<file path="config.mk">
export PLATFORM = sky130hd
export DESIGN_NAME = hps_uart_peer
export DESIGN_NICKNAME = d
export VERILOG_FILES = /design/src/rtl/hps_uart_peer.sv
export SDC_FILE = /design/constraint.sdc
export NUM_CORES = 1
export LEC_CHECK = 0
export ABC_AREA = 0
export BUFFER_PORTS_ARGS = -buffer_cell sky130_fd_sc_hd__buf_2
export CAP_MARGIN = 0
export CORE_MARGIN = 4
export CORE_UTILIZATION = 50
export DETAILED_ROUTE_END_ITERATION = 10
export PLACE_DENSITY = 0.67
export RECOVER_POWER = 25
export SKIP_CTS_REPAIR_TIMING = 1
export SYNTH_ARGS = -nofsm -noshare
export SYNTH_HDL_FRONTEND = slang
export SYNTH_SLANG_ARGS = --single-unit
</file>
<file path="constraint.sdc">
create_clock -name clk_clk -period 3 [get_ports clk_clk]
set_input_delay 0.45 -clock clk_clk [delete_from_list [all_inputs] [get_ports clk_clk]]
set_output_delay 0.45 -clock clk_clk [all_outputs]
set_load 0.005 [all_outputs]
</file>
<file path="src/rtl/hps_uart_peer.sv">
// rtl/hps_uart_peer.sv - 8N1 UART peer for the HPS uart1 port with RTS/CTS flow control and an RX FIFO
module hps_uart_peer #(
    parameter int CLKS_PER_BIT = 434,
    parameter int RX_DEPTH     = 8,
    parameter int CTS_THRESH   = 6
) (
    input  logic       clk_clk,
    input  logic       reset_reset,
    input  logic       uart_rxd,
    output logic       uart_txd,
    input  logic       uart_rts_n,
    output logic       uart_cts_n,
    output logic       uart_dsr_n,
    output logic       uart_dcd_n,
    output logic       uart_ri_n,
    input  logic [7:0] tx_data,
    input  logic       tx_valid,
    output logic       tx_ready,
    output logic [7:0] rx_data,
    output logic       rx_valid,
    input  logic       rx_ready,
    output logic       rx_overrun,
    output logic       rx_frame_err
);

    localparam int CW = (CLKS_PER_BIT > 2) ? $clog2(CLKS_PER_BIT) : 1;
    localparam int AW = (RX_DEPTH > 1) ? $clog2(RX_DEPTH) : 1;
    localparam int NW = AW + 1;
    localparam logic [CW-1:0] BIT_LAST  = CW'(CLKS_PER_BIT - 1);
    localparam logic [CW-1:0] HALF_LAST = CW'(CLKS_PER_BIT / 2 - 1);
    localparam logic [NW-1:0] DEPTH_N   = NW'(RX_DEPTH);
    localparam logic [NW-1:0] CTS_TH    = NW'(CTS_THRESH);

    typedef enum logic [1:0] {TX_IDLE, TX_START, TX_DATA, TX_STOP} tx_state_t;
    typedef enum logic [2:0] {RX_IDLE, RX_START, RX_DATA, RX_STOP, RX_WAIT_HIGH} rx_state_t;

    logic rxd_s1, rxd_s2, rxd_s3;
    logic rts_s1, rts_s2;

    tx_state_t     tx_state;
    logic [CW-1:0] tx_cnt;
    logic [2:0]    tx_bit;
    logic [7:0]    tx_shift;
    logic          tx_hold;

    rx_state_t     rx_state;
    logic [CW-1:0] rx_cnt;
    logic [2:0]    rx_bit;
    logic [7:0]    rx_shift;
    logic          rx_push;

    logic [7:0]    fifo_mem [RX_DEPTH];
    logic [AW-1:0] wr_ptr, rd_ptr;
    logic [NW-1:0] count;
    logic          pop, full, push_ok;

    assign uart_dcd_n = 1'b1;
    assign uart_ri_n  = 1'b1;

    // rxd_s3 is the previous synchronized sample, used only for falling-edge detection
    always_ff @(posedge clk_clk) begin
        if (reset_reset) begin
            rxd_s1 <= 1'b1;
            rxd_s2 <= 1'b1;
            rxd_s3 <= 1'b1;
            rts_s1 <= 1'b1;
            rts_s2 <= 1'b1;
        end else begin
            rxd_s1 <= uart_rxd;
            rxd_s2 <= rxd_s1;
            rxd_s3 <= rxd_s2;
            rts_s1 <= uart_rts_n;
            rts_s2 <= rts_s1;
        end
    end

    assign tx_ready = (tx_state == TX_IDLE) && !tx_hold && !rts_s2;

    always_ff @(posedge clk_clk) begin
        if (reset_reset) begin
            tx_state <= TX_IDLE;
            tx_cnt   <= '0;
            tx_bit   <= '0;
            tx_shift <= '0;
            tx_hold  <= 1'b0;
            uart_txd <= 1'b1;
        end else begin
            unique case (tx_state)
                TX_IDLE: begin
                    tx_hold  <= 1'b0;
                    uart_txd <= 1'b1;
                    if (tx_valid && tx_ready) begin
                        tx_shift <= tx_data;
                        tx_cnt   <= '0;
                        tx_state <= TX_START;
                        uart_txd <= 1'b0;
                    end
                end
                TX_START: begin
                    if (tx_cnt == BIT_LAST) begin
                        tx_cnt   <= '0;
                        tx_bit   <= '0;
                        uart_txd <= tx_shift[0];
                        tx_state <= TX_DATA;
                    end else begin
                        tx_cnt <= tx_cnt + CW'(1);
                    end
                end
                TX_DATA: begin
                    if (tx_cnt == BIT_LAST) begin
                        tx_cnt <= '0;
                        if (tx_bit == 3'd7) begin
                            uart_txd <= 1'b1;
                            tx_state <= TX_STOP;
                        end else begin
                            tx_bit   <= tx_bit + 3'd1;
                            tx_shift <= tx_shift >> 1;
                            uart_txd <= tx_shift[1];
                        end
                    end else begin
                        tx_cnt <= tx_cnt + CW'(1);
                    end
                end
                TX_STOP: begin
                    if (tx_cnt == BIT_LAST) begin
                        tx_cnt   <= '0;
                        tx_hold  <= 1'b1;
                        tx_state <= TX_IDLE;
                    end else begin
                        tx_cnt <= tx_cnt + CW'(1);
                    end
                end
                default: tx_state <= TX_IDLE;
            endcase
        end
    end

    // START is entered one cycle after the edge, so its counter starts at 1 to land on mid-bit
    always_ff @(posedge clk_clk) begin
        if (reset_reset) begin
            rx_state     <= RX_IDLE;
            rx_cnt       <= '0;
            rx_bit       <= '0;
            rx_shift     <= '0;
            rx_push      <= 1'b0;
            rx_frame_err <= 1'b0;
        end else begin
            rx_push      <= 1'b0;
            rx_frame_err <= 1'b0;
            unique case (rx_state)
                RX_IDLE: begin
                    if (rxd_s3 && !rxd_s2) begin
                        rx_cnt   <= CW'(1);
                        rx_state <= RX_START;
                    end
                end
                RX_START: begin
                    if (rx_cnt >= HALF_LAST) begin
                        rx_cnt <= '0;
                        rx_bit <= '0;
                        rx_state <= rxd_s2 ? RX_IDLE : RX_DATA;
                    end else begin
                        rx_cnt <= rx_cnt + CW'(1);
                    end
                end
                RX_DATA: begin
                    if (rx_cnt == BIT_LAST) begin
                        rx_cnt   <= '0;
                        rx_shift <= {rxd_s2, rx_shift[7:1]};
                        if (rx_bit == 3'd7) begin
                            rx_state <= RX_STOP;
                        end else begin
                            rx_bit <= rx_bit + 3'd1;
                        end
                    end else begin
                        rx_cnt <= rx_cnt + CW'(1);
                    end
                end
                RX_STOP: begin
                    if (rx_cnt == BIT_LAST) begin
                        rx_cnt <= '0;
                        if (rxd_s2) begin
                            rx_push  <= 1'b1;
                            rx_state <= RX_IDLE;
                        end else begin
                            rx_frame_err <= 1'b1;
                            rx_state     <= RX_WAIT_HIGH;
                        end
                    end else begin
                        rx_cnt <= rx_cnt + CW'(1);
                    end
                end
                RX_WAIT_HIGH: begin
                    if (rxd_s2) begin
                        rx_state <= RX_IDLE;
                    end
                end
                default: rx_state <= RX_IDLE;
            endcase
        end
    end

    assign rx_valid = (count != '0);
    assign rx_data  = fifo_mem[rd_ptr];
    assign pop      = rx_valid && rx_ready;
    assign full     = (count == DEPTH_N);
    assign push_ok  = rx_push && (!full || pop);

    always_ff @(posedge clk_clk) begin
        if (push_ok) begin
            fifo_mem[wr_ptr] <= rx_shift;
        end
    end

    always_ff @(posedge clk_clk) begin
        if (reset_reset) begin
            wr_ptr     <= '0;
            rd_ptr     <= '0;
            count      <= '0;
            rx_overrun <= 1'b0;
            uart_cts_n <= 1'b1;
            uart_dsr_n <= 1'b1;
        end else begin
            if (push_ok) begin
                wr_ptr <= wr_ptr + AW'(1);
            end
            if (pop) begin
                rd_ptr <= rd_ptr + AW'(1);
            end
            unique case ({push_ok, pop})
                2'b10:   count <= count + NW'(1);
                2'b01:   count <= count - NW'(1);
                default: count <= count;
            endcase
            rx_overrun <= rx_push && full && !pop;
            uart_cts_n <= (count >= CTS_TH);
            uart_dsr_n <= 1'b0;
        end
    end

endmodule

</file>
; After elaboration in Yosys (flattened, before gate mapping)
; Memories as Yosys holds them, arrays and structs flattened. A register that Yosys moved wholly into a read port is not among the register bits.
; Cells that the tools add are included.
[classes]
eq_ne = 27
n_reduce_logical = 36
mux = 49
addsub = 8
order_cmp = 2
n_bitwise = 2
[ops]
columns = cell, count
row1 = $mux W3, 15
row2 = $mux W9, 5
row3 = $pmux W9 S3, 1
row4 = $mux W8, 3
row5 = $ne A2 B2 Y1 const B, 12
row6 = $add A9 B1 Y9 const B, 2
row7 = $eq A9 B9 Y1 const B, 2
row8 = $pmux W9 S2, 1
row9 = $pmux W8 S2, 1
row10 = $pmux W3 S5, 1
row11 = $add A3 B1 Y3 const B, 4
row12 = $mux W2, 6
row13 = $pmux W3 S2, 2
row14 = $reduce_and A4 Y1, 3
row15 = $mux W1, 10
row16 = $reduce_bool A2 Y1, 5
row17 = $eq A3 B3 Y1 const B, 3
row18 = $ge A9 B8 Y1 const B, 1
row19 = $logic_and A1 B1 Y1, 8
row20 = $pmux W2 S4, 1
row21 = $pmux W4 S2, 1
row22 = $eq A2 B2 Y1 const B, 3
row23 = $eq A3 B2 Y1 const B, 2
row24 = $reduce_and A2 Y1, 3
row25 = 21 further kinds, 29
[word_totals]
out_inout_bits = 17
regBits = 67
memories = 1
ramBits = 64
wordCells = 148
[memory_table]
columns = memory, depth, width, rd, rd_clocked_by_memory_dff, write_ports, line_no
row1 = fifo_mem, 8, 8, 1, 1, 1, 52  ; logic [7:0] fifo_mem [RX_DEPTH];

; Longest topological paths before layout
; Gate-level depths: netlist of run 1.
[logic_depth]
ltp_word = 6
mapped_depth = 8
mapped_depth_nobuf = 7

; Worst setup path before layout of run 1
; Ideal clock, no wire load.
[synth_path]
path_kind = register to register
start = register count[2]
end = memory fifo_mem[0][0], enable pin
required_time_ps = 2617
synth_period_minus_slack_ps = 2097
stages_incl_launch_ff = 6
t_arrival_ps = 1714
setup_time_ps = 383
setup_slack_ps = 903
path_cell_list = dfxtp_1 -> clkbuf_1 -> or3_1 -> o21ai_1 -> or2_1 -> nor3_1
[synth_between]
elab_chain_len = 6
elab_cells_between_ends = 8
[synth_rtl]
columns = item, line_no
row1 = from (decl), 54  ; logic [NW-1:0] count;
row2 = from (signal assigned), 231  ; 2'b10: count <= count + NW'(1);
row3 = from (signal assigned), 232  ; 2'b01: count <= count - NW'(1);
row4 = from (signal assigned), 233  ; default: count <= count;
row5 = $eq A4 B4 Y1 / $reduce_bool A4 Y1 (equally long branches), "206, 203"
row6 = $logic_not A1 Y1 / $logic_and A1 B1 Y1 (equally long branches), "207, 205"
row7 = $logic_or A1 B1 Y1 *, 207  ; assign push_ok = rx_push && (!full || pop);
row8 = $logic_and A1 B1 Y1 *, 207
row9 = $mux W1 *, 210  ; if (push_ok) begin
row10 = $mux W1 (implied by the code) *, 211  ; fifo_mem[wr_ptr] <= rx_shift;
row11 = to (decl), 52
; Mark *: on every way between the ends. The rest lies on a longest branch, timed or not.

==> flow_summary.html, run 1 <==
<table>
<tr><th>Metric</th><th>Value</th></tr>
<tr><th colspan="2">Die</th></tr>
<tr><td>Initial cell density of the core</td><td>51.6%</td></tr>
<tr><td>Core Region</td><td>11,600 sq um</td></tr>
<tr><td>Top-Level Pins</td><td>31</td></tr>
<tr><td>Die W</td><td>117 microns</td></tr>
<tr><td>Vertical extent of the die</td><td>around 120 microns</td></tr>
<tr><td>Total die area</td><td>13,700 sq um</td></tr>
<tr><td># rows</td><td>39</td></tr>
<tr><th colspan="2">STA</th></tr>
<tr><td>Worst slack on hold paths</td><td>0.221 ns</td></tr>
<tr><td>Tightest Pin Transition</td><td>0.848 ns</td></tr>
<tr><td>Final worst clock skew</td><td>0.00672 ns</td></tr>
<tr><td>Min Tclk post-route</td><td>2.46 ns</td></tr>
<tr><td>Final Setup Violations</td><td>0</td></tr>
<tr><td>Max-slew violation count</td><td>0</td></tr>
<tr><td>Share of the cycle needed by the critical path after routing</td><td>82.0%</td></tr>
<tr><td>Slew margin rel.</td><td>between 40% and 50%</td></tr>
<tr><td>Highest achievable clock rate</td><td>~400 MHz</td></tr>
<tr><td>Unrepaired setup endpoints after global routing</td><td>no</td></tr>
<tr><td>Least setup slack across all paths after layout</td><td>0.540 ns</td></tr>
<tr><td>Final hold violation count</td><td>0</td></tr>
<tr><td>Post-Route Setup TNS</td><td>0 ns</td></tr>
<tr><th colspan="2">Synth</th></tr>
<tr><td>Library cell with the highest instance count after synthesis</td><td>dfxtp_1</td></tr>
<tr><td>Count of flip-flops with a built-in enable after synthesis</td><td>64</td></tr>
<tr><td>Post-synth top area cell</td><td>edfxtp_1</td></tr>
<tr><td>Sequential cell area fraction in the yosys report</td><td>around 56%</td></tr>
<tr><td>Total of warnings raised by yosys</td><td>0</td></tr>
<tr><td>Count of cell types in the netlist</td><td>72</td></tr>
<tr><td>Proportion of netlist area held by the largest area contributor</td><td>32.2%</td></tr>
<tr><td>Post-Syn Instances</td><td>490</td></tr>
<tr><td>Mapped Avg Cell Area</td><td>12.2 sq um</td></tr>
<tr><td>Number of storage elements in the synthesis netlist</td><td>134</td></tr>
<tr><td>Most common flop cell mapped by yosys</td><td>dfxtp_1</td></tr>
<tr><td>Area contributors post-synth</td><td>edfxtp_1 (32%), dfxtp_1 (23%), mux4_2 (6.0%)</td></tr>
<tr><td>Commonest cells in the netlist</td><td>dfxtp_1 (70), edfxtp_1 (64), nor2_1 (35)</td></tr>
<tr><td>Cell Area, Synth</td><td>5960 sq um</td></tr>
<tr><td>Async S/R FF share, synth</td><td>0%</td></tr>
<tr><th colspan="2">Power and ir drop</th></tr>
<tr><td>Maximum vdd ir drop</td><td>0.475 mV</td></tr>
<tr><td>P per Cell Area</td><td>747 nW/um^2</td></tr>
<tr><td>Total Power</td><td>5.07 mW</td></tr>
<tr><td>Static power due to leakage</td><td>2.43 nW</td></tr>
<tr><th colspan="2">Clock tree</th></tr>
<tr><td>H-tree Lvls</td><td>4</td></tr>
<tr><td>CTS tree</td><td>done</td></tr>
<tr><td>Clock slew at the register clock pins of the worst setup and hold paths</td><td>0.05 ns</td></tr>
<tr><td>Worst-skew pair later-pin latency</td><td>0.41 ns</td></tr>
<tr><td>Maximum clock path buffer count</td><td>2</td></tr>
<tr><td>Clock buffers created by TritonCTS</td><td>17</td></tr>
<tr><td>Clock sink count</td><td>134</td></tr>
<tr><td>CTS root buf</td><td>clkbuf_16</td></tr>
<tr><th colspan="2">Status</th></tr>
<tr><td>Outcome</td><td>completed</td></tr>
<tr><th colspan="2">Setup path</th></tr>
<tr><td>List of cells traversed by the critical path</td><td>buf_4 -&gt; mux4_2 -&gt; mux2_2 -&gt; buf_2</td></tr>
<tr><td>Setup crit end kind</td><td>primary output</td></tr>
<tr><td>CP max stage cell</td><td>mux4_2</td></tr>
<tr><td>Required time reported for the critical path endpoint</td><td>2.55 ns</td></tr>
<tr><td>Worst setup path category</td><td>register to primary output</td></tr>
<tr><td>CP Buf/Inv Count</td><td>2</td></tr>
<tr><td>Peak per-stage delay on the critical path</td><td>0.55 ns</td></tr>
<tr><td>Critical path arrival</td><td>2.01 ns</td></tr>
<tr><td>CP delay by family, top</td><td>multiplexers</td></tr>
<tr><td>Launching element type of the critical path</td><td>register</td></tr>
<tr><td>Largest fanout on the critical path</td><td>16</td></tr>
<tr><th colspan="2">Drt</th></tr>
<tr><td>Total wirelength of the detailed-routed design</td><td>between 10,000 and 15,000 microns</td></tr>
<tr><td>Via-to-Cell Ratio</td><td>roughly 5.9</td></tr>
<tr><td>Drc violations</td><td>0</td></tr>
<tr><td>Detailed-route wire length per cell</td><td>17.4 microns</td></tr>
<tr><td>DRC marker count from the first detailed-route iteration</td><td>approximately 370</td></tr>
<tr><td>Router iterations before antenna repair</td><td>4</td></tr>
<tr><td>Via count</td><td>3,996</td></tr>
<tr><td>Number of nets still failing antenna checks after routing</td><td>0</td></tr>
<tr><th colspan="2">Global routing</th></tr>
<tr><td>Vias in the first global route</td><td>approximately 3,800</td></tr>
<tr><td>Number of antenna violations at the first check in global routing</td><td>0</td></tr>
<tr><td>Overflow left after global routing</td><td>0</td></tr>
<tr><td>Global-route wire length before repair</td><td>around 20,000 microns</td></tr>
<tr><td>Overall track demand over capacity in global routing</td><td>18.6%</td></tr>
<tr><td>Maximum number of pins on one net before global-route repair</td><td>47</td></tr>
<tr><th colspan="2">Cells and area</th></tr>
<tr><td>Fraction of final layout cells with drive strength greater than 1</td><td>18.9%</td></tr>
<tr><td>Post-layout net count</td><td>547</td></tr>
<tr><td>Area Growth Syn to Fin</td><td>13.8%</td></tr>
<tr><td>Diodes inserted</td><td>0</td></tr>
<tr><td>Cell Count, Final, Fillers Out</td><td>~670</td></tr>
<tr><th colspan="2">Flow run</th></tr>
<tr><td>Max-Cap Viols</td><td>0</td></tr>
<tr><th colspan="2">Placed design</th></tr>
<tr><td>Post-Place Setup Slack</td><td>between 0.7 and 0.8 ns</td></tr>
<tr><td>Detailed placement HPWL</td><td>7590 microns</td></tr>
<tr><td>RePlAce Congestion</td><td>0.799</td></tr>
<tr><td>Buffers on Ports</td><td>28</td></tr>
<tr><td>DP Cell Count</td><td>641</td></tr>
<tr><th colspan="2">Worst hold path</th></tr>
<tr><td>Path category of the worst min-delay check</td><td>input port to register</td></tr>
</table>
[power breakdown]
group	internal (mW)	total, mW	switching, mW
Sequential	2.01	2.11	0.106
Combinational	0.425	0.960	0.535
Clock	1.24	2.00	0.758
[sequential cells by signal, indices dropped and copies added, names as in the netlist, 2 cells and up, named ones only]
name	flops
tx_shift	8
rx_shift	8
rx_cnt	9
tx_bit	3
rx_state	3
rx_bit	3
rd_ptr	3
fifo_mem	64
count	4
tx_state	2
tx_cnt	9
wr_ptr	3
[per-stage QoR]
stage | utilization, % | area (sq um)
3_3_place_gp | 53.7 | 6210
5_1_grt | 58.7 | 6790
4_1_cts | 58.7 | 6790
2_1_floorplan | - | 5970
3_5_place_dp | 53.7 | 6210
6_report | 58.7 | 6790
[layer usage]
layer	global-route usage, %	routed length [microns]	vias to the layer above
li1	-	-	1940
met3	5.04	396	16
met4	7.42	147	0
met5	0	0	-
met2	28.4	5630	73
met1	25.2	5550	1967
[layout by cell type, fill, tap and decap left out, drive strengths merged, types with 5 or more instances in the layout]
cell,instances
dfxtp,70
edfxtp,64
nor2,35
buf,35
a21oi,29
nand2,23
clkbuf,21
nand3,20
mux2i,18
mux4,16
ha,16
o21ai,15
inv,11
a311oi,11
mux2,9
nor3,8
nor2b,8
xor2,7
or3,6
or2,6
and2,5
clkinvlp,5
clkinv,5
[worst paths after layout]
path                                 start         end  slack, ns  depth (start not counted)
worst max-delay path              register  rx_data[7]       0.54                          4
worst max register to register    count[1]    count[2]       0.74                          7
worst min register to register      rxd_s1      rxd_s2       0.41                          1
worst min-delay path            uart_rts_n      rts_s1       0.22                          2
[cells by family after synthesis]
| group | Yosys count | synth area share [%] |
|---|---|---|
| xor+xnor | 8 | 1.17 |
| simple gates | 144 | 13.3 |
| flops | 134 | 55.7 |
| other cells | 1 | 0.0629 |
| compound gates | 104 | 12.7 |
| fa+ha+maj | 16 | 3.36 |
| buf+inv | 40 | 2.96 |
| mux | 43 | 10.8 |
[area by class of cell]
class	count	area (sq um)
repair buffers	36	199
clock buffers	20	447
well taps	143	179
clock inverters	12	130
multi-input cells	317	2470
inverters	11	41.3
fillers	947	4780
flip-flops and latches	134	3320
Note: power is estimated with default switching activity, not from simulation.
==> run 2, diff against run 1 <==
--- a/config.mk
+++ b/config.mk
@@ -11,7 +11,7 @@
 export CORE_MARGIN = 4
 export CORE_UTILIZATION = 50
 export DETAILED_ROUTE_END_ITERATION = 10
-export PLACE_DENSITY = 0.67
+export PLACE_DENSITY = 0.7
 export RECOVER_POWER = 25
 export SKIP_CTS_REPAIR_TIMING = 1
 export SYNTH_ARGS = -nofsm -noshare
==> constraint.sdc (replaced) <==
create_clock -name clk_clk -period 2 [get_ports clk_clk]
set_input_delay 0.3 -clock clk_clk [delete_from_list [all_inputs] [get_ports clk_clk]]
set_output_delay 0.3 -clock clk_clk [all_outputs]
set_load 0.005 [all_outputs]
==> run 2 against run 1 <==
Effect of this change:
- via count grew 2.5%
- critical endpoint is now rx_data[2]
- critical path depth unchanged
- global-route usage increased by 0.82 points
- die area did not move
- combinational power grew 91%
- worst hold slack got worse by 0.15 ns
- cell count grew 3.3%
- the run now ends with setup timing left
- total power grew 61%
- largest cell class unchanged
- flip-flop and latch count did not move
==> flow_summary.html, run 2 (same netlist as run 1, synthesis figures left out) <==
<table>
<tr><th>Metric</th><th>Value</th></tr>
<tr><th colspan="2">STA</th></tr>
<tr><td>Final worst clock skew</td><td>0.00769 ns (+0.000968 ns)</td></tr>
<tr><td>Final hold violation count</td><td>0 (unchanged)</td></tr>
<tr><td>Max-slew violation count</td><td>0 (unchanged)</td></tr>
<tr><td>Unrepaired setup endpoints after global routing</td><td>yes</td></tr>
<tr><td>Share of the cycle needed by the critical path after routing</td><td>107%</td></tr>
<tr><td>Min Tclk post-route</td><td>approximately 2.1 ns</td></tr>
<tr><td>Final Setup Violations</td><td>8 (+8)</td></tr>
<tr><td>Highest achievable clock rate</td><td>466 MHz</td></tr>
<tr><td>Least setup slack across all paths after layout</td><td>-0.144 ns (-0.684 ns)</td></tr>
<tr><td>Worst slack on hold paths</td><td>0.0715 ns (-0.149 ns)</td></tr>
<tr><td>Tightest Pin Transition</td><td>1.15 ns (+0.302 ns)</td></tr>
<tr><td>Slew margin rel.</td><td>23.3% (-20 points)</td></tr>
<tr><th colspan="2">Clock tree</th></tr>
<tr><td>Clock slew at the register clock pins of the worst setup and hold paths</td><td>0.05 ns (about the same)</td></tr>
<tr><td>H-tree Lvls</td><td>4 (unchanged)</td></tr>
<tr><td>Clock buffers created by TritonCTS</td><td>17 (unchanged)</td></tr>
<tr><td>Maximum clock path buffer count</td><td>2 (unchanged)</td></tr>
<tr><td>CTS tree</td><td>done</td></tr>
<tr><td>Worst-skew pair later-pin latency</td><td>0.41 ns (about the same)</td></tr>
<tr><td>CTS root buf</td><td>clkbuf_16</td></tr>
<tr><td>Clock sink count</td><td>134 (unchanged)</td></tr>
<tr><th colspan="2">Cells and area</th></tr>
<tr><td>Post-layout net count</td><td>569 (+4.0%)</td></tr>
<tr><td>Number of flip-flops in the largest register</td><td>64 (unchanged)</td></tr>
<tr><td>Most frequent cells in the layout</td><td>dfxtp_1 (69), edfxtp_1 (64), nor2_1 (29)</td></tr>
<tr><td>Largest registers in the final layout</td><td>fifo_mem x64, rx_cnt x9, tx_cnt x9</td></tr>
<tr><td>Most common cell after layout, fill and taps aside</td><td>dfxtp_1</td></tr>
<tr><td>Largest Register</td><td>fifo_mem</td></tr>
<tr><td>Area Growth Syn to Fin</td><td>20.2%</td></tr>
<tr><td>Final core area utilization</td><td>62.0% (+3.3 points)</td></tr>
<tr><td>Fraction of final layout cells with drive strength greater than 1</td><td>24.8% (+6.0 points)</td></tr>
<tr><td>Fill count</td><td>893 (-5.7%)</td></tr>
<tr><td>Diodes inserted</td><td>0 (unchanged)</td></tr>
<tr><td>Final Cell Area</td><td>7170 sq um (+5.6%)</td></tr>
<tr><th colspan="2">Setup path</th></tr>
<tr><td>Worst setup path category</td><td>register to primary output</td></tr>
<tr><td>Launching element type of the critical path</td><td>register</td></tr>
<tr><td>Critical path arrival</td><td>1.84 ns (-0.17 ns)</td></tr>
<tr><td>Required time reported for the critical path endpoint</td><td>1.70 ns (-0.85 ns)</td></tr>
<tr><td>Setup crit end kind</td><td>primary output</td></tr>
<tr><td>Largest fanout on the critical path</td><td>8 (-8)</td></tr>
<tr><td>CP delay by family, top</td><td>multiplexers</td></tr>
<tr><td>List of cells traversed by the critical path</td><td>clkbuf_16 -&gt; mux4_2 -&gt; mux2_4 -&gt; buf_6</td></tr>
<tr><td>Peak per-stage delay on the critical path</td><td>0.49 ns (-0.06 ns)</td></tr>
<tr><td>CP max stage cell</td><td>mux4_2</td></tr>
<tr><td>CP Buf/Inv Count</td><td>2 (unchanged)</td></tr>
<tr><th colspan="2">Die</th></tr>
<tr><td>Core Region</td><td>11,600 sq um (unchanged)</td></tr>
<tr><td>Vertical extent of the die</td><td>117 microns (unchanged)</td></tr>
<tr><td>Die W</td><td>117 microns (unchanged)</td></tr>
<tr><td>Initial cell density of the core</td><td>51.6% (unchanged)</td></tr>
<tr><td>Top-Level Pins</td><td>31 (unchanged)</td></tr>
<tr><td># rows</td><td>39 (unchanged)</td></tr>
<tr><td>Total die area</td><td>13,700 sq um (unchanged)</td></tr>
<tr><th colspan="2">Drt</th></tr>
<tr><td>Total wirelength of the detailed-routed design</td><td>12,100 microns (+3.4%)</td></tr>
<tr><td>Drc violations</td><td>0 (unchanged)</td></tr>
<tr><td>Via-to-Cell Ratio</td><td>5.89 (-0.72%)</td></tr>
<tr><td>Detailed-route wire length per cell</td><td>17.4 microns (+0.10%)</td></tr>
<tr><td>Router iterations before antenna repair</td><td>5 (+1)</td></tr>
<tr><td>Number of nets still failing antenna checks after routing</td><td>0 (unchanged)</td></tr>
<tr><td>DRC marker count from the first detailed-route iteration</td><td>303 (-17%)</td></tr>
<tr><td>Via count</td><td>4,097 (+2.5%)</td></tr>
<tr><th colspan="2">Global routing</th></tr>
<tr><td>Overflow left after global routing</td><td>0 (unchanged)</td></tr>
<tr><td>Vias in the first global route</td><td>4,112 (+7.3%)</td></tr>
<tr><td>Maximum number of pins on one net before global-route repair</td><td>25 (-47%)</td></tr>
<tr><td>Overall track demand over capacity in global routing</td><td>19.4% (+0.82 points)</td></tr>
<tr><td>Global-route wire length before repair</td><td>20,400 microns (+4.8%)</td></tr>
<tr><td>Number of antenna violations at the first check in global routing</td><td>0 (unchanged)</td></tr>
<tr><th colspan="2">Power and ir drop</th></tr>
<tr><td>Static power due to leakage</td><td>2.64 nW (+8.9%)</td></tr>
<tr><td>Relative contribution of the clock network to total power</td><td>39.3% (about the same)</td></tr>
<tr><td>Internal Pwr Total</td><td>6.06 mW (+65%)</td></tr>
<tr><td>Switching Power</td><td>2.12 mW (+51%)</td></tr>
<tr><td>P per Cell Area</td><td>1140 nW/um^2 (+53%)</td></tr>
<tr><td>Power share of the sequential group</td><td>38.4% (-3.2 points)</td></tr>
<tr><td>Combinational share of power</td><td>22.3% (+3.4 points)</td></tr>
<tr><td>Maximum vdd ir drop</td><td>0.790 mV (+66%)</td></tr>
<tr><td>Fraction of power spent switching nets</td><td>25.9% (-1.7 points)</td></tr>
<tr><th colspan="2">Placed design</th></tr>
<tr><td>Placed inst area</td><td>6390 sq um (+2.8%)</td></tr>
<tr><td>Detailed placement HPWL</td><td>8090 microns (+6.6%)</td></tr>
<tr><td>Buffers on Ports</td><td>28 (unchanged)</td></tr>
<tr><td>Post-Place Setup Slack</td><td>-0.0214 ns (-0.783 ns)</td></tr>
<tr><td>RePlAce Congestion</td><td>0.778 (-2.7%)</td></tr>
<tr><th colspan="2">Flow run</th></tr>
<tr><td>Max-Cap Viols</td><td>0 (unchanged)</td></tr>
<tr><th colspan="2">Status</th></tr>
<tr><td>Outcome</td><td>complete, but fails checks</td></tr>
<tr><td>Violated checks</td><td>setup timing</td></tr>
<tr><th colspan="2">Worst hold path</th></tr>
<tr><td>Path category of the worst min-delay check</td><td>input port to register</td></tr>
</table>
## run 2: cell count changes in the layout (fill, tap and decap cells not counted), moves of 4 or more
cell        before  now
clkinvlp_4       5    1
buf_4            8   28
buf_2           27   21
buf_6            0    6
nor2_1          35   29
mux2_2           8    4
nor2_2           0    6
mux2_4           0    5
## run 2: layer usage
| metal | vias up | GRT usage (%) | routed length [microns] |
|---|---|---|---|
| met2 | 83 | 32.3 | 6160 |
| met1 | 2014 | 24.5 | 5260 |
| met5 | - | 0 | 0 |
| li1 | 1984 | - | - |
| met4 | 0 | 6.27 | 167 |
| met3 | 16 | 5.45 | 528 |
## run 2: power groups by stage
stage	sequential (mW)	clock, mW	combinational, mW
after floorplan	3.14	0	1.19
after global placement	3.17	0	1.60
after detailed placement	3.18	0	1.65
after CTS	3.12	3.27	1.67
after global routing	3.16	3.40	2.03
final	3.14	3.22	1.83
## run 2: cell type report
class                   instances  area, sq um  area share [%]
clock buffers                  22          464            6.47
flip-flops and latches        134         3330            46.4
well taps                     143          179            2.50
multi-input cells             317         2570            35.9
clock inverters                10          153            2.13
inverters                      11         41.3           0.576
repair buffers                 58          432            6.02
## run 2: final timing paths
check / from / end / slack, ns / depth (start not counted)
max: register / rx_data[2] / -0.14 / 4
min: uart_rxd / rxd_s1 / 0.07 / 2
max reg2reg: count[1] / count[2] / 0.06 / 8
min reg2reg: rts_s1 / rts_s2 / 0.41 / 1
## run 2: worst reg2reg max path, cell delays in order (launching register included)
cell	delay (ns)
dfxtp_1	0.31
buf_4	0.17
o41ai_4	0.37
nor2_2	0.08
xor2_1	0.15
ha_1	0.20
inv_1	0.07
a2bb2oi_2	0.16
mux2_4	0.31
## run 2: per-stage QoR
step           cells  setup TNS, ns  power (mW)
2_1_floorplan    491              0        4.33
3_3_place_gp     661              0        4.76
3_5_place_dp     661        -0.0214        4.83
4_1_cts          693          -1.75        8.06
5_1_grt          695          -2.03        8.58
6_report         695          -1.08        8.18
==> run 3, diff against run 2 <==
--- a/config.mk
+++ b/config.mk
@@ -8,6 +8,7 @@
 export ABC_AREA = 0
 export BUFFER_PORTS_ARGS = -buffer_cell sky130_fd_sc_hd__buf_2
 export CAP_MARGIN = 0
+export CORE_ASPECT_RATIO = 0.75
 export CORE_MARGIN = 4
 export CORE_UTILIZATION = 50
 export DETAILED_ROUTE_END_ITERATION = 10
==> run 3 against run 2 <==
Effect of this change:
- the flow still finishes with violations (setup timing)
- core utilization down 0.98 points
- clock-buffer cell count down 5
- routed wire length rose by 0.91%
- clock power decreased by 2%
- sequential power about the same
- clock skew rose by 0.0010 ns
- sequential share of layout area up 0.57 points
- largest power group unchanged
- worst setup slack lost 0.016 ns
- non-clock buffer count shrank 3
- combinational power fell by 4%
==> flow_summary.html, run 3 (same netlist as run 1, synthesis figures left out) <==
<table>
<tr><th>Metric</th><th>Value</th></tr>
<tr><th colspan="2">Drt</th></tr>
<tr><td>Router iterations before antenna repair</td><td>5 (unchanged)</td></tr>
<tr><td>Via-to-Cell Ratio</td><td>5.77 (-2.1%)</td></tr>
<tr><td>DRC marker count from the first detailed-route iteration</td><td>391 (+29%)</td></tr>
<tr><td>Number of nets still failing antenna checks after routing</td><td>0 (unchanged)</td></tr>
<tr><td>Via count</td><td>4,102 (+0.12%)</td></tr>
<tr><td>Total wirelength of the detailed-routed design</td><td>12,200 microns (+0.91%)</td></tr>
<tr><td>Drc violations</td><td>0 (unchanged)</td></tr>
<tr><td>Detailed-route wire length per cell</td><td>17.2 microns (-1.4%)</td></tr>
<tr><th colspan="2">Power and ir drop</th></tr>
<tr><td>Static power due to leakage</td><td>2.58 nW (-2.4%)</td></tr>
<tr><td>Maximum vdd ir drop</td><td>0.765 mV (-3.1%)</td></tr>
<tr><td>P per Cell Area</td><td>1130 nW/um^2 (-0.51%)</td></tr>
<tr><td>Total Power</td><td>8.04 mW (-1.7%)</td></tr>
<tr><th colspan="2">Placed design</th></tr>
<tr><td>Detailed placement HPWL</td><td>7900 microns (-2.3%)</td></tr>
<tr><td>Buffers on Ports</td><td>28 (unchanged)</td></tr>
<tr><td>Post-Place Setup Slack</td><td>0.0291 ns (+0.0505 ns)</td></tr>
<tr><td>RePlAce Congestion</td><td>0.864 (+11%)</td></tr>
<tr><th colspan="2">Flow run</th></tr>
<tr><td>Max-Cap Viols</td><td>0 (unchanged)</td></tr>
<tr><th colspan="2">Setup path</th></tr>
<tr><td>Largest fanout on the critical path</td><td>8 (unchanged)</td></tr>
<tr><td>CP Buf/Inv Count</td><td>2 (unchanged)</td></tr>
<tr><td>CP delay by family, top</td><td>multiplexers</td></tr>
<tr><td>Setup crit end kind</td><td>primary output</td></tr>
<tr><td>Required time reported for the critical path endpoint</td><td>1.70 ns (about the same)</td></tr>
<tr><td>CP max stage cell</td><td>mux4_2</td></tr>
<tr><td>Worst setup path category</td><td>register to primary output</td></tr>
<tr><td>Launching element type of the critical path</td><td>register</td></tr>
<tr><td>Critical path arrival</td><td>1.86 ns (+0.02 ns)</td></tr>
<tr><td>Peak per-stage delay on the critical path</td><td>0.52 ns (+0.03 ns)</td></tr>
<tr><td>List of cells traversed by the critical path</td><td>buf_12 -&gt; mux4_2 -&gt; mux2_4 -&gt; buf_6</td></tr>
<tr><th colspan="2">Status</th></tr>
<tr><td>Violated checks</td><td>setup timing</td></tr>
<tr><td>Outcome</td><td>complete, but fails checks</td></tr>
<tr><th colspan="2">Cells and area</th></tr>
<tr><td>Most common cell after layout, fill and taps aside</td><td>dfxtp_1</td></tr>
<tr><td>Area Growth Syn to Fin</td><td>18.8%</td></tr>
<tr><td>Diodes inserted</td><td>0 (unchanged)</td></tr>
<tr><td>Fraction of final layout cells with drive strength greater than 1</td><td>23.9% (-0.96 points)</td></tr>
<tr><td>Post-layout net count</td><td>566 (-0.53%)</td></tr>
<tr><td>Largest registers in the final layout</td><td>fifo_mem x64, rx_cnt x9, tx_cnt x9</td></tr>
<tr><td>Largest Register</td><td>fifo_mem</td></tr>
<tr><td>Fill count</td><td>887 (-0.67%)</td></tr>
<tr><td>Number of flip-flops in the largest register</td><td>64 (unchanged)</td></tr>
<tr><td>Most frequent cells in the layout</td><td>dfxtp_1 (68), edfxtp_1 (64), nor2_1 (33)</td></tr>
<tr><th colspan="2">STA</th></tr>
<tr><td>Tightest Pin Transition</td><td>1.28 ns (+0.129 ns)</td></tr>
<tr><td>Max-slew violation count</td><td>0 (unchanged)</td></tr>
<tr><td>Final Setup Violations</td><td>8 (unchanged)</td></tr>
<tr><td>Worst slack on hold paths</td><td>0.0761 ns (+0.00467 ns)</td></tr>
<tr><td>Final hold violation count</td><td>0 (unchanged)</td></tr>
<tr><td>Least setup slack across all paths after layout</td><td>-0.160 ns (-0.0162 ns)</td></tr>
<tr><td>Final worst clock skew</td><td>0.00871 ns (+0.00102 ns)</td></tr>
<tr><td>Unrepaired setup endpoints after global routing</td><td>yes</td></tr>
<tr><td>Min Tclk post-route</td><td>2.16 ns (+0.0162 ns)</td></tr>
<tr><td>Share of the cycle needed by the critical path after routing</td><td>108% (+0.81 points)</td></tr>
<tr><td>Highest achievable clock rate</td><td>463 MHz (-0.75%)</td></tr>
<tr><td>Slew margin rel.</td><td>14.7% (-8.6 points)</td></tr>
<tr><th colspan="2">Global routing</th></tr>
<tr><td>Global-route wire length before repair</td><td>19,600 microns (-3.9%)</td></tr>
<tr><td>Number of antenna violations at the first check in global routing</td><td>0 (unchanged)</td></tr>
<tr><td>Overflow left after global routing</td><td>0 (unchanged)</td></tr>
<tr><td>Maximum number of pins on one net before global-route repair</td><td>30 (+20%)</td></tr>
<tr><td>Overall track demand over capacity in global routing</td><td>18.1% (-1.3 points)</td></tr>
<tr><td>Vias in the first global route</td><td>3,828 (-6.9%)</td></tr>
<tr><th colspan="2">Clock tree</th></tr>
<tr><td>H-tree Lvls</td><td>4 (unchanged)</td></tr>
<tr><td>Clock buffers created by TritonCTS</td><td>17 (unchanged)</td></tr>
<tr><td>Clock sink count</td><td>134 (unchanged)</td></tr>
<tr><td>CTS tree</td><td>done</td></tr>
<tr><td>Maximum clock path buffer count</td><td>2 (unchanged)</td></tr>
<tr><td>Worst-skew pair later-pin latency</td><td>0.41 ns (about the same)</td></tr>
<tr><td>CTS root buf</td><td>clkbuf_16</td></tr>
<tr><td>Clock slew at the register clock pins of the worst setup and hold paths</td><td>0.06 ns (about the same)</td></tr>
<tr><th colspan="2">Die</th></tr>
<tr><td># rows</td><td>34 (-13%)</td></tr>
<tr><td>Vertical extent of the die</td><td>103 microns (-12%)</td></tr>
<tr><td>Top-Level Pins</td><td>31 (unchanged)</td></tr>
<tr><td>Initial cell density of the core</td><td>51.4% (-0.22 points)</td></tr>
<tr><td>Core Region</td><td>11,600 sq um (+0.42%)</td></tr>
<tr><td>Total die area</td><td>13,800 sq um (+0.13%)</td></tr>
<tr><td>Die W</td><td>134 microns (+14%)</td></tr>
<tr><th colspan="2">Worst hold path</th></tr>
<tr><td>Path category of the worst min-delay check</td><td>input port to register</td></tr>
</table>
[run 3: cell types whose count changed in the layout (fill, tap and decap cells not counted), sizes merged]
cell / previous run / this run
buf: 56 / 52
clkbuf: 24 / 20
inv: 11 / 14
clkinvlp: 1 / 3
bufinv: 4 / 3
clkinv: 5 / 6
[run 3: path summary, 6_finish.rpt]
| check | from | end | slack (ns) | cells after the start |
|---|---|---|---|---|
| setup reg to reg | count[3] | count[2] | 0.08 | 8 |
| hold / removal | uart_rts_n | rts_s1 | 0.08 | 2 |
| hold reg to reg | rts_s1 | rts_s2 | 0.41 | 1 |
| setup / recovery | register | rx_data[4] | -0.16 | 4 |
[run 3: power by group]
part / switching [mW] / total (mW) / leakage, nW / internal, mW
clock: 1.18 / 3.15 / 0.290 / 1.96
combinational: 0.904 / 1.75 / 1.13 / 0.848
sequential: 0.129 / 3.14 / 1.16 / 3.01
total: 2.22 / 8.04 / 2.58 / 5.83
[run 3: final cells by class]
type                       instances  area (sq um)  share of cell area (%)
clock buffer                      17           425                    6.00
multi-input combinational        317          2520                    35.6
tap                              162           203                    2.86
timing repair buffer              55           388                    5.47
sequential                       134          3330                    47.0
inverter                          11          41.3                   0.583
clock inverter                    15           176                    2.49
[run 3: metal layers]
| metal | track usage, % | wire length (microns) |
|---|---|---|
| met5 | 0 | 0 |
| met4 | 6.03 | 97 |
| met3 | 4.49 | 569 |
| met2 | 27.7 | 5640 |
| met1 | 25.7 | 5930 |
[run 3: worst register-to-register path: stages, from the launching register on]
cell and delay [ns]:
dfxtp_2 0.33, buf_6 0.13, o41ai_4 0.39, nor2_2 0.09, xor2_1 0.17, ha_2 0.19
inv_1 0.06, a2bb2oi_2 0.15, mux2_4 0.31
[run 3: through the flow]
stage	utilization (%)	area [sq um]	std cells	TNS, ns
global placement	54.9	6380	676	0
detailed placement	54.9	6380	676	0
global route	61.0	7090	711	-1.74
floorplan	-	5980	491	0
CTS	60.1	6980	708	-1.63
finish	61.0	7090	711	-1.12
